`src/rtl/fp_pkg.sv`:
```
// -----------------------------------------------------------------------------
// fp_pkg
// Shared types and constants for the floating-point pre-normalization adder
// and the normalization barrel shifter that consumes its output.
//   EXP_W   : biased exponent width
//   MAN_W   : mantissa width, explicit leading bit (fixed to the shifter width)
//   SHIFT_W : width of the left-shift magnitude driven to the shifter
// -----------------------------------------------------------------------------
package fp_pkg;

  localparam int EXP_W   = 5;
  localparam int MAN_W   = 8;
  localparam int SHIFT_W = 3;

  localparam logic [EXP_W-1:0] EXP_MAX = '1;

  typedef struct packed {
    logic             sign;
    logic [EXP_W-1:0] exp;
    logic [MAN_W-1:0] man;
  } fp_operand_t;

  // Result bundle handed to the shifter stage.
  typedef struct packed {
    logic               sign;
    logic [EXP_W-1:0]   exp;
    logic [MAN_W-1:0]   man;
    logic [SHIFT_W-1:0] shift;
    logic               zero;
    logic               ovf;
  } fp_prenorm_t;

  // Magnitude compare: exponent first, then mantissa. Equal magnitudes
  // report a >= b so that A stays the larger operand on a tie.
  function automatic logic mag_ge(input fp_operand_t a, input fp_operand_t b);
    return {a.exp, a.man} >= {b.exp, b.man};
  endfunction

endpackage

```
`src/rtl/fp_prenorm_add_lzc8.sv`:
```
// -----------------------------------------------------------------------------
// lzc8
// Combinational 8-bit leading-zero counter.
//   din   : value to scan, bit 7 is the most significant
//   count : number of leading zeros, 0..8 (8 means din is all zeros)
// The caller is responsible for clamping the count.
// -----------------------------------------------------------------------------
module lzc8 (
  input  logic [7:0] din,
  output logic [3:0] count
);

  // Scan upward so the highest set bit is the last one to write count.
  always_comb begin
    count = 4'd8;
    for (int i = 0; i < 8; i++) begin
      if (din[i]) count = 4'(7 - i);
    end
  end

endmodule

```
`src/rtl/fp_prenorm_add.sv`:
```
// -----------------------------------------------------------------------------
// fp_prenorm_add
// Two-stage floating-point mantissa add/subtract that feeds the 8-bit left
// barrel shifter used for normalization.
//   Stage 1 orders the operands by magnitude and aligns the smaller one
//   (truncating shift, no guard/sticky bits).
//   Stage 2 performs the effective add or subtract and derives the
//   normalization shift, adjusted exponent, zero and overflow flags.
//
// Ports
//   clk, rst              : clock (rising edge), synchronous active-high reset
//   in_valid / in_ready   : operand handshake
//   op_sub                : 1 = A-B, 0 = A+B
//   a_*, b_*              : operand sign, biased exponent, mantissa
//   out_valid / out_ready : result handshake
//   out_sign, out_exp     : result sign, exponent already adjusted for shift
//   out_man, out_shift    : pre-shift mantissa and left-shift magnitude
//   out_zero, out_ovf     : exact-zero result, exponent saturated
//
// Handshake: a transfer happens on a rising edge where valid and ready are
// both 1. A producer holds valid and data stable until the transfer. A stage
// loads when it is empty or when its contents move on in the same cycle, so
// in_ready depends combinationally on out_ready. Results are held stable while
// out_valid is high and out_ready is low.
// -----------------------------------------------------------------------------
module fp_prenorm_add
  import fp_pkg::*;
(
  input  logic               clk,
  input  logic               rst,
  input  logic               in_valid,
  output logic               in_ready,
  input  logic               op_sub,
  input  logic               a_sign,
  input  logic               b_sign,
  input  logic [EXP_W-1:0]   a_exp,
  input  logic [EXP_W-1:0]   b_exp,
  input  logic [MAN_W-1:0]   a_man,
  input  logic [MAN_W-1:0]   b_man,
  output logic               out_valid,
  input  logic               out_ready,
  output logic               out_sign,
  output logic [EXP_W-1:0]   out_exp,
  output logic [MAN_W-1:0]   out_man,
  output logic [SHIFT_W-1:0] out_shift,
  output logic               out_zero,
  output logic               out_ovf
);

  // ---------------------------------------------------------------------------
  // Handshake control
  // ---------------------------------------------------------------------------
  logic s1_valid;
  logic s2_valid;
  logic in_fire;
  logic s2_load;

  assign s2_load  = s1_valid & (!s2_valid | out_ready);
  assign in_ready = !s1_valid | !s2_valid | out_ready;
  assign in_fire  = in_valid & in_ready;

  // ---------------------------------------------------------------------------
  // Stage 1: order and align
  // ---------------------------------------------------------------------------
  fp_operand_t      a_op;
  fp_operand_t      b_op;
  fp_operand_t      l_op;
  fp_operand_t      s_op;
  logic             a_is_l;
  logic             eff_sub;
  logic [EXP_W-1:0] align_d;
  logic [MAN_W-1:0] s_man_al;

  // B carries its effective sign (op_sub folded in), so when B is the larger
  // operand its sign is directly the result sign.
  assign a_op = '{sign: a_sign,          exp: a_exp, man: a_man};
  assign b_op = '{sign: b_sign ^ op_sub, exp: b_exp, man: b_man};

  assign a_is_l  = mag_ge(a_op, b_op);
  assign l_op    = a_is_l ? a_op : b_op;
  assign s_op    = a_is_l ? b_op : a_op;
  assign eff_sub = l_op.sign ^ s_op.sign;
  assign align_d = l_op.exp - s_op.exp;

  // Shifts of MAN_W or more flush the smaller mantissa completely.
  assign s_man_al = (align_d >= EXP_W'(MAN_W)) ? '0 : (s_op.man >> align_d);

  fp_operand_t      s1_l;
  logic [MAN_W-1:0] s1_s_man;
  logic             s1_eff_sub;

  // ---------------------------------------------------------------------------
  // Stage 2: add/subtract and normalization control
  // ---------------------------------------------------------------------------
  logic [MAN_W:0]   sum;
  logic [3:0]       lz;
  logic [EXP_W-1:0] lz_ext;
  fp_prenorm_t      res;
  fp_prenorm_t      out_r;

  assign sum = s1_eff_sub ? ({1'b0, s1_l.man} - {1'b0, s1_s_man})
                          : ({1'b0, s1_l.man} + {1'b0, s1_s_man});

  lzc8 u_lzc8 (
    .din   (sum[MAN_W-1:0]),
    .count (lz)
  );

  assign lz_ext = EXP_W'(lz);

  always_comb begin
    res      = '0;
    res.sign = s1_l.sign;
    if (!s1_eff_sub && sum[MAN_W]) begin
      // Carry out: renormalize right by one.
      if (s1_l.exp == EXP_MAX) begin
        res.exp = EXP_MAX;
        res.man = '1;
        res.ovf = 1'b1;
      end else begin
        res.exp = s1_l.exp + 1'b1;
        res.man = sum[MAN_W:1];
      end
    end else if (lz[3] && !sum[MAN_W]) begin
      // Exact zero: canonical +0.
      res      = '0;
      res.zero = 1'b1;
    end else begin
      // Never shift below exponent 0; the remainder stays denormal.
      if (lz_ext < s1_l.exp) res.shift = lz[SHIFT_W-1:0];
      else                   res.shift = s1_l.exp[SHIFT_W-1:0];
      res.exp = s1_l.exp - EXP_W'(res.shift);
      res.man = sum[MAN_W-1:0];
    end
  end

  // ---------------------------------------------------------------------------
  // Pipeline registers
  // ---------------------------------------------------------------------------
  always_ff @(posedge clk) begin
    if (rst) begin
      s1_valid   <= 1'b0;
      s1_l       <= '0;
      s1_s_man   <= '0;
      s1_eff_sub <= 1'b0;
      s2_valid   <= 1'b0;
      out_r      <= '0;
    end else begin
      if (in_fire) begin
        s1_valid   <= 1'b1;
        s1_l       <= l_op;
        s1_s_man   <= s_man_al;
        s1_eff_sub <= eff_sub;
      end else if (s2_load) begin
        s1_valid <= 1'b0;
      end

      if (s2_load) begin
        s2_valid <= 1'b1;
        out_r    <= res;
      end else if (out_ready) begin
        s2_valid <= 1'b0;
      end
    end
  end

  assign out_valid = s2_valid;
  assign out_sign  = out_r.sign;
  assign out_exp   = out_r.exp;
  assign out_man   = out_r.man;
  assign out_shift = out_r.shift;
  assign out_zero  = out_r.zero;
  assign out_ovf   = out_r.ovf;

endmodule

```
`config.mk`:
```
export PLATFORM = sky130hd
export DESIGN_NAME = fp_prenorm_add
export DESIGN_NICKNAME = d
export VERILOG_FILES = /design/src/rtl/fp_pkg.sv /design/src/rtl/fp_prenorm_add_lzc8.sv /design/src/rtl/fp_prenorm_add.sv
export SDC_FILE = /design/constraint.sdc
export NUM_CORES = 1
export LEC_CHECK = 0
export ABC_CLOCK_PERIOD_IN_PS = 5900
export CAP_MARGIN = 20
export CORE_UTILIZATION = 45
export CTS_CLUSTER_DIAMETER = 60
export DETAILED_ROUTE_END_ITERATION = 8
export PLACE_DENSITY = 0.7
export RECOVER_POWER = 25
export SETUP_SLACK_MARGIN = 0.3
export SYNTH_ARGS = -nofsm -noshare
export SYNTH_HDL_FRONTEND = slang
export SYNTH_HIERARCHICAL = 1
export SYNTH_SLANG_ARGS = --single-unit
```
`constraint.sdc`:
```
create_clock -name clk -period 5.9 [get_ports clk]
set_input_delay 1.18 -clock clk [delete_from_list [all_inputs] [get_ports clk]]
set_output_delay 1.18 -clock clk [all_outputs]
set_load 0.05 [all_outputs]
```
# After elaboration in Yosys (flattened, before gate mapping)

Cells that the tools add are included.

Bits in registers: 44
Input bits: 33
Memories kept: 0
ROM bits: 0
Latch bits: 0
Bits in writable memories: 0
Output and inout bits: 21

Reduce and logical (&&, ||, !) cells: 8
Order comparisons: 3
Bitwise logic cells: 7
Div/mod/pow operators: 0
Muxes and demuxes: 28
$mul: 0
Eq/ne operators: 1
$add $sub $neg: 5
Shift-type cells: 1

Operators by type and width:

| cell                                                                                | number |
|---|---|
| 4-bit 2-to-1 mux                                                                    | 9 |
| 14-bit 2-to-1 mux                                                                   | 2 |
| 13-bit 2-to-1 mux                                                                   | 2 |
| 16-bit 2-to-1 mux                                                                   | 1 |
| 13-bit greater-or-equal comparator                                                  | 1 |
| 8-bit by 8-bit adder with 9-bit output                                              | 1 |
| 3-bit 2-to-1 mux                                                                    | 3 |
| 9-bit 2-to-1 mux                                                                    | 1 |
| 8-bit by 8-bit subtractor with 9-bit output                                         | 1 |
| 1-bit 2-to-1 mux                                                                    | 8 |
| 8-bit 2-to-1 mux                                                                    | 1 |
| 8-bit by 5-bit >> shifter with 8-bit output                                         | 1 |
| 5-bit by 1-bit adder with 5-bit output, second input constant                       | 1 |
| 5-bit == test, second input constant                                                | 1 |
| 5-bit by 4-bit greater-or-equal comparator with 1-bit output, second input constant | 1 |
| 4-bit by 5-bit less-than comparator with 1-bit output                               | 1 |
| 5-bit by 3-bit subtractor with 5-bit output                                         | 1 |
| 5-bit subtractor                                                                    | 1 |
| 1-bit zero test                                                                     | 4 |
| 2-bit nonzero test                                                                  | 2 |
| 1-bit bitwise OR                                                                    | 3 |
| 1-bit bitwise AND                                                                   | 2 |
| 1-bit logical AND                                                                   | 2 |
| 2-bit 2-to-1 mux                                                                    | 1 |
| 1-bit XOR                                                                           | 2 |

# Depth between registers and ports, before layout

Gate-level depths: netlist (run 1).

Word-level depth: 17
Depth in mapped cells: 26
Gate-level depth less buffers: 26

# Modules after synthesis

The synthesis (run 1) kept the hierarchy.

Modules (own cells, without submodules):

| module         | cells each | seq. area each (µm²) | instances | area an instance (µm²) |
|---|---|---|---|---|
| fp_prenorm_add | 422        | 880.8                | 1         | 3,365.7 |
| lzc8           | 14         | 0.0                  | 1         | 86.3 |

# Worst setup path after synthesis (run 1)

OpenSTA, ideal clock, no wires.

Path kind: register to register
Start point: register s1_s_man[0]
End point: register out_r (netlist bit out_exp[4])
Required time: 5,768 ps
Path buffers: 0
Data arrival time: 4,722 ps
Setup time: 132 ps
Path slack: 1,047 ps
Stages on the path, launching flop included: 27
Path through: dfxtp_1 -> inv_1 -> ha_1 -> mux2i_1 -> ha_1 -> nor2b_1 -> o21ai_0 -> a21boi_0 -> o21ai_0 -> nand2_1 -> a31oi_1 -> xnor2_1 -> nor2_1 -> a21boi_1 -> ha_1 -> a21o_1 -> a21o_1 -> a21oi_1 -> nor2_1 -> mux2_2 -> ha_1 -> inv_1 -> fa_1 -> a211oi_1 -> xor2_1 -> a221oi_1 -> nor3_1

Elaborated cells between the ends (all ways): 21
Classes of those cells: 3 x add/sub; 1 x order compare; 14 x mux; 3 x reduce/logical

RTL lines:

| item                                                                                                         | line                                         | text |
|---|---|---|
| start: declaration                                                                                           | fp_prenorm_add.sv:89                         | `logic [MAN_W-1:0] s1_s_man;` |
| start signal: assignment                                                                                     | fp_prenorm_add.sv:152                        | `s1_s_man <= s_man_al;` |
| 8-bit by 8-bit adder with 9-bit output / 8-bit by 8-bit subtractor with 9-bit output (equally long branches) | fp_prenorm_add.sv:102, fp_prenorm_add.sv:101 |  |
| 9-bit 2-to-1 mux *                                                                                           | fp_prenorm_add.sv:101                        | `assign sum = s1_eff_sub ? ({1'b0, s1_l.man} - {1'b0, s1_s_man})` |
| named net sum[7]                                                                                             | fp_prenorm_add.sv:95                         | `logic [MAN_W:0] sum;` |
| 4-bit 2-to-1 mux *                                                                                           | fp_prenorm_add_lzc8.sv:17                    | `if (din[i]) count = 4'(7 - i);` |
| named net lz[1]                                                                                              | fp_prenorm_add.sv:96                         | `logic [3:0] lz;` |
| 4-bit by 5-bit less-than comparator with 1-bit output                                                        | fp_prenorm_add.sv:130                        | `if (lz_ext < s1_l.exp) res.shift = lz[SHIFT_W-1:0];` |
| 3-bit 2-to-1 mux *                                                                                           | fp_prenorm_add.sv:130                        |  |
| 3-bit 2-to-1 mux *                                                                                           | fp_prenorm_add.sv:124                        | `end else if (lz[3] && !sum[MAN_W]) begin` |
| 3-bit 2-to-1 mux *                                                                                           | fp_prenorm_add.sv:114                        | `if (!s1_eff_sub && sum[MAN_W]) begin` |
| 5-bit by 3-bit subtractor with 5-bit output *                                                                | fp_prenorm_add.sv:132                        | `res.exp = s1_l.exp - EXP_W'(res.shift);` |
| 16-bit 2-to-1 mux *                                                                                          | fp_prenorm_add.sv:124                        |  |
| 13-bit 2-to-1 mux *                                                                                          | fp_prenorm_add.sv:114                        |  |
| end signal: assignment                                                                                       | fp_prenorm_add.sv:160                        | `out_r <= res;` |
| end: declaration                                                                                             | fp_prenorm_add.sv:99                         | `fp_prenorm_t out_r;` |

The timed path passes the listed nets; every way through them passes the cells marked *. The select of a mux whose other input is x is not followed.
A chain may end at the register's enable or synchronous reset.

# Final worst setup path (run 1)

Start point: register s1_s_man[1]
End point: register out_r (netlist bit out_exp[4])

The elaborated chain is that of the path after synthesis.

==> results of run 1 <==
-- flip-flops by register name (all words and copies together) (netlist names) --
register    count
out_exp         5
s1_valid        1
out_man         8
out_shift       3
out_ovf         1
out_sign        1
s1_eff_sub      1
s1_l           14
out_zero        1
s1_s_man        8
out_valid       1
-- cells in the final DEF (no fill, tap or decap), types with 5 or more instances in the layout --
cell type	synthesis	layout
sky130_fd_sc_hd__xor2_1	6	6
sky130_fd_sc_hd__mux2i_1	18	17
sky130_fd_sc_hd__a21oi_1	33	33
sky130_fd_sc_hd__o21ai_0	20	19
sky130_fd_sc_hd__a21o_1	8	8
sky130_fd_sc_hd__nand3_1	8	8
sky130_fd_sc_hd__dfxtp_1	44	44
sky130_fd_sc_hd__xnor2_1	15	14
sky130_fd_sc_hd__ha_1	30	30
sky130_fd_sc_hd__dlygate4sd3_1	0	14
sky130_fd_sc_hd__a211oi_1	15	14
sky130_fd_sc_hd__clkdlybuf4s50_1	0	39
sky130_fd_sc_hd__nand2b_1	8	8
sky130_fd_sc_hd__clkbuf_8	0	6
sky130_fd_sc_hd__nor2_1	67	66
sky130_fd_sc_hd__nand2_1	33	33
sky130_fd_sc_hd__nor2b_1	6	6
sky130_fd_sc_hd__a311oi_1	11	11
sky130_fd_sc_hd__inv_1	34	34
sky130_fd_sc_hd__mux2_2	5	5
-- critical path, stage by stage, from the launching register on --
cell and delay, ns:
sky130_fd_sc_hd__dfxtp_1 0.41, sky130_fd_sc_hd__inv_1 0.06, sky130_fd_sc_hd__ha_1 0.28, sky130_fd_sc_hd__mux2i_2 0.21
sky130_fd_sc_hd__ha_1 0.26, sky130_fd_sc_hd__nor2b_1 0.12, sky130_fd_sc_hd__o21ai_0 0.18, sky130_fd_sc_hd__a21boi_0 0.15
sky130_fd_sc_hd__o21ai_1 0.13, sky130_fd_sc_hd__nand2_1 0.10, sky130_fd_sc_hd__a31oi_2 0.24, sky130_fd_sc_hd__xnor2_2 0.19
sky130_fd_sc_hd__nor2_2 0.08, sky130_fd_sc_hd__a21boi_2 0.18, sky130_fd_sc_hd__ha_1 0.28, sky130_fd_sc_hd__a21o_1 0.15
sky130_fd_sc_hd__a21o_1 0.17, sky130_fd_sc_hd__a21oi_1 0.13, sky130_fd_sc_hd__nor2_1 0.10, sky130_fd_sc_hd__mux2_2 0.26
sky130_fd_sc_hd__ha_1 0.14, sky130_fd_sc_hd__inv_1 0.06, sky130_fd_sc_hd__fa_1 0.43, sky130_fd_sc_hd__a211oi_2 0.25
sky130_fd_sc_hd__xor2_1 0.11, sky130_fd_sc_hd__a221oi_1 0.32, sky130_fd_sc_hd__nor3_1 0.08
-- power by group --
group          switching [uW]  internal, uW
Sequential               23.7           326
Combinational             507           371
Clock                    97.1          95.5
Total                     628           793
-- worst max path at each step --
stage / startpoint / endpoint / cells after the start / slack (ns)
after global routing: s1_s_man[0] / out_exp[4] / 26 / 0.22
final: s1_s_man[1] / out_exp[4] / 26 / 0.66
after detailed placement: s1_s_man[0] / out_exp[4] / 26 / 0.63
after floorplan: s1_s_man[0] / out_exp[4] / 26 / 1.05
after CTS: s1_s_man[0] / out_exp[4] / 26 / 0.63
after global placement: s1_s_man[0] / out_exp[4] / 26 / 0.80
-- logic make-up (layout without fill, tap and decap cells) --
| family | after synthesis | after routing | synth area share, % |
|---|---|---|---|
| AOI/OAI and AO/OA | 112 | 112 | 21.6 |
| xor gates and xnor gates | 22 | 22 | 5.80 |
| adders and majority gates | 32 | 32 | 12.0 |
| buffers and inverters | 57 | 100 | 6.85 |
| DFF | 44 | 44 | 25.5 |
| muxes | 28 | 28 | 9.79 |
| and+or+nand+nor | 141 | 141 | 18.4 |
-- metal layers --
layer | wire length, um | track usage (%) | up-vias
met4 | 144 | 5.77 | 0
met3 | 274 | 2.74 | 12
met5 | 0 | 0 | -
li1 | - | - | 1625
met2 | 3600 | 36.8 | 81
met1 | 3480 | 24.8 | 1383
-- per-stage QoR --
stage / setup WS [ns] / power, uW / instance area, sq um / util (%) / instances
6_report: 0.664 / 1420 / 4150 / 56.6 / 578
5_1_grt: 0.220 / 1540 / 4150 / 56.6 / 578
4_1_cts: 0.625 / 1380 / 4120 / 56.2 / 577
3_5_place_dp: 0.635 / 1190 / 4030 / 54.9 / 569
3_3_place_gp: 0.804 / 1170 / 4030 / 54.9 / 569
2_1_floorplan: 1.05 / 1020 / 3450 / - / 436
-- area by class of cell --
cell class,instances,area [sq um],area share [%]
Timing Repair Buffer,58,564,13.6
Inverter,34,128,3.08
Clock buffer,8,90.1,2.17
Tap cell,99,124,2.98
Sequential cell,44,881,21.2
Multi-Input combinational cell,335,2360,56.9
-- timing repair --
item | 4_1_cts | 5_1_grt
buffers inserted | 0 | 0
setup endpoints to repair | 0 | 2
resized for setup | 0 | 7
==> results.txt, run 1 <==
- Capture endpoint of the worst hold path: out_shift[0]
* Total CTS buffers: 5
* Yosys top cell area share: around a quarter
- Synth Warn #: 6
- Count of fill cells added during filler insertion: ~680
* Maximum buffer depth of the clock tree: 2
- GRT overflow: 0
* Setup slack of the worst register-to-register path: 0.66 ns
* DIE HEIGHT: roughly 90 um
* Accumulated negative setup slack: 0 ns
- Final routed wire length divided by cell count: about 13 um
- Core area: 7330 sq um
- The final number of max-transition violations came to 40.
- For this run, the leading register cell type out of synthesis is sky130_fd_sc_hd__dfxtp_1.
* Synth cell types: just over 50
- Summed over all layers, the routed wires come to 7.50 mm.
- Reported max-cap violation count: 1
* Number of routed nets with antenna violations: 0
- Wire length of the first global-routing pass: approximately 13 mm
* Portion of the post-synthesis area used by sequential elements: 25.5%
- Path category of the worst min-delay check: register to register
* Critical register-to-register path endpoint: out_exp[4]
- After detailed routing, the number of remaining DRC violations is 0.
- The worst hold path was traced through 2 stages.
* Data required time at the worst endpoint: 6.02 ns
- Hold timing on the final database bottoms out at a slack of ~0.46 ns.
- By area the synthesized netlist is led by sky130_fd_sc_hd__dfxtp_1, sky130_fd_sc_hd__ha_1, sky130_fd_sc_hd__nor2_1, sky130_fd_sc_hd__mux2i_1, sky130_fd_sc_hd__a21oi_1.
* Ratio of cells with drive above 1 in the final layout: between 7 and 8%
* Count of state elements after synthesis: 44
- Post-synthesis cell count: ~440
- Startpoint of the worst register-to-register path: s1_s_man[1]
- Total number of vias: 3,101
- The initial antenna violation count was 0.
- TritonCTS clock tree: built
- 0 antenna diodes ended up in the layout.
- Data arrives at the worst endpoint at between 5 and 6 ns.
- Post-synthesis async set-or-reset flop share: 0%
* Worst max-slew margin expressed relative to the limit: -15.3%
- The clock tree synthesis step divided the H-tree into 2 levels.
* Syn_area_per_cell: 7.92 sq um
- The first TritonRoute pass finished after 4 iterations.
- Maximum number of pins on one net before global-route repair: 43
* Total power per unit cell area: roughly 340 nW/um^2
- The clock arrives with between 0.005 and 0.006 ns of skew.
- Using the TritonRoute via totals, the vias-per-cell ratio works out to ~5.4.
- The checks that failed: max-capacitance violations, max-slew violations.
- The most common cell in the synthesized netlist is sky130_fd_sc_hd__nor2_1.
* Buffer cell driving the clock tree root: sky130_fd_sc_hd__clkbuf_8
- Pin placement for this block handled 54 I/O pins.
- The startpoint identified for the worst hold timing path is out_shift[0].
* CTS clock-pin slew for the worst setup and hold paths: around 0.080 ns
- Post-synthesis to final-layout area growth: 20.2%
- F_max: between 150 and 200 MHz
* Number of endpoints with negative hold slack in the final report: 0
- Of all nets on the critical path, the largest fanout is 5.
* Crit start category: register
* Unrepaired setup endpoints after global routing: false
- Post-synthesis cell type with the largest combined area: sky130_fd_sc_hd__dfxtp_1
* Detailed placer's ending HPWL: roughly 6 mm
* Initial standard-cell utilization of the core: a little under half
- The via count of the first global-routing pass came to between 2k and 3k.
* Clock network latency to the later pin of the worst-skew pair: 0.30 ns
- The critical path in this run is classified as register to register.
- Count of buffers inserted at the top-level ports: 53
- Number of design-rule violations left by the first detailed-router iteration: approximately 110
- After the last flow step, the layout net total stands at 543.
- Hold repair after CTS inserted 0 buffers.
* Gp weighted congestion: around 0.89
* Top cell types by occurrence after synthesis: sky130_fd_sc_hd__nor2_1, sky130_fd_sc_hd__dfxtp_1, sky130_fd_sc_hd__inv_1
* Total global-route track usage: a little over 20%
- For the pin with the worst max-slew slack, the measured transition is ~1.7 ns.
- The run finished, with violations left.
- In this run the cell area of the synthesized design comes to between 3000 and 4000 sq um.
* Count of cells along the worst register-to-register path: 26
* Syn Nets: between 500 and 600
- Setup violations remaining at the end of the flow were counted as 0.
- From left edge to right edge, the die measures ~90 um.
- Element type at the critical path end: register
* Number of placement rows: 31
* Die area: roughly 8000 sq um
* IR Drop Worst-Case VDD: about 0.13 mV
* Cell leakage power: about 0.0017 uW
- Fin crit share: 88.7%
- Count of flip-flops with a built-in enable after synthesis: 0
- Clock tree synthesis found a total of 44 sinks.
- The clock period could shrink to 5.24 ns.
Power figures use the tool's default switching activity.
==> run 2, diff against run 1 <==
--- a/config.mk
+++ b/config.mk
@@ -5,7 +5,6 @@
 export SDC_FILE = /design/constraint.sdc
 export NUM_CORES = 1
 export LEC_CHECK = 0
-export ABC_CLOCK_PERIOD_IN_PS = 5900
 export CAP_MARGIN = 20
 export CORE_UTILIZATION = 45
 export CTS_CLUSTER_DIAMETER = 60
==> results of run 2 <==
Same layout as run 1: the final DEF is identical, and so are final timing and power.
==> run 3, diff against run 2 <==
--- a/config.mk
+++ b/config.mk
@@ -8,6 +8,7 @@
 export CAP_MARGIN = 20
 export CORE_UTILIZATION = 45
 export CTS_CLUSTER_DIAMETER = 60
+export CTS_CLUSTER_SIZE = 40
 export DETAILED_ROUTE_END_ITERATION = 8
 export PLACE_DENSITY = 0.7
 export RECOVER_POWER = 25
==> results of run 3 <==
Same layout as run 1: the final DEF is identical, and so are final timing and power.
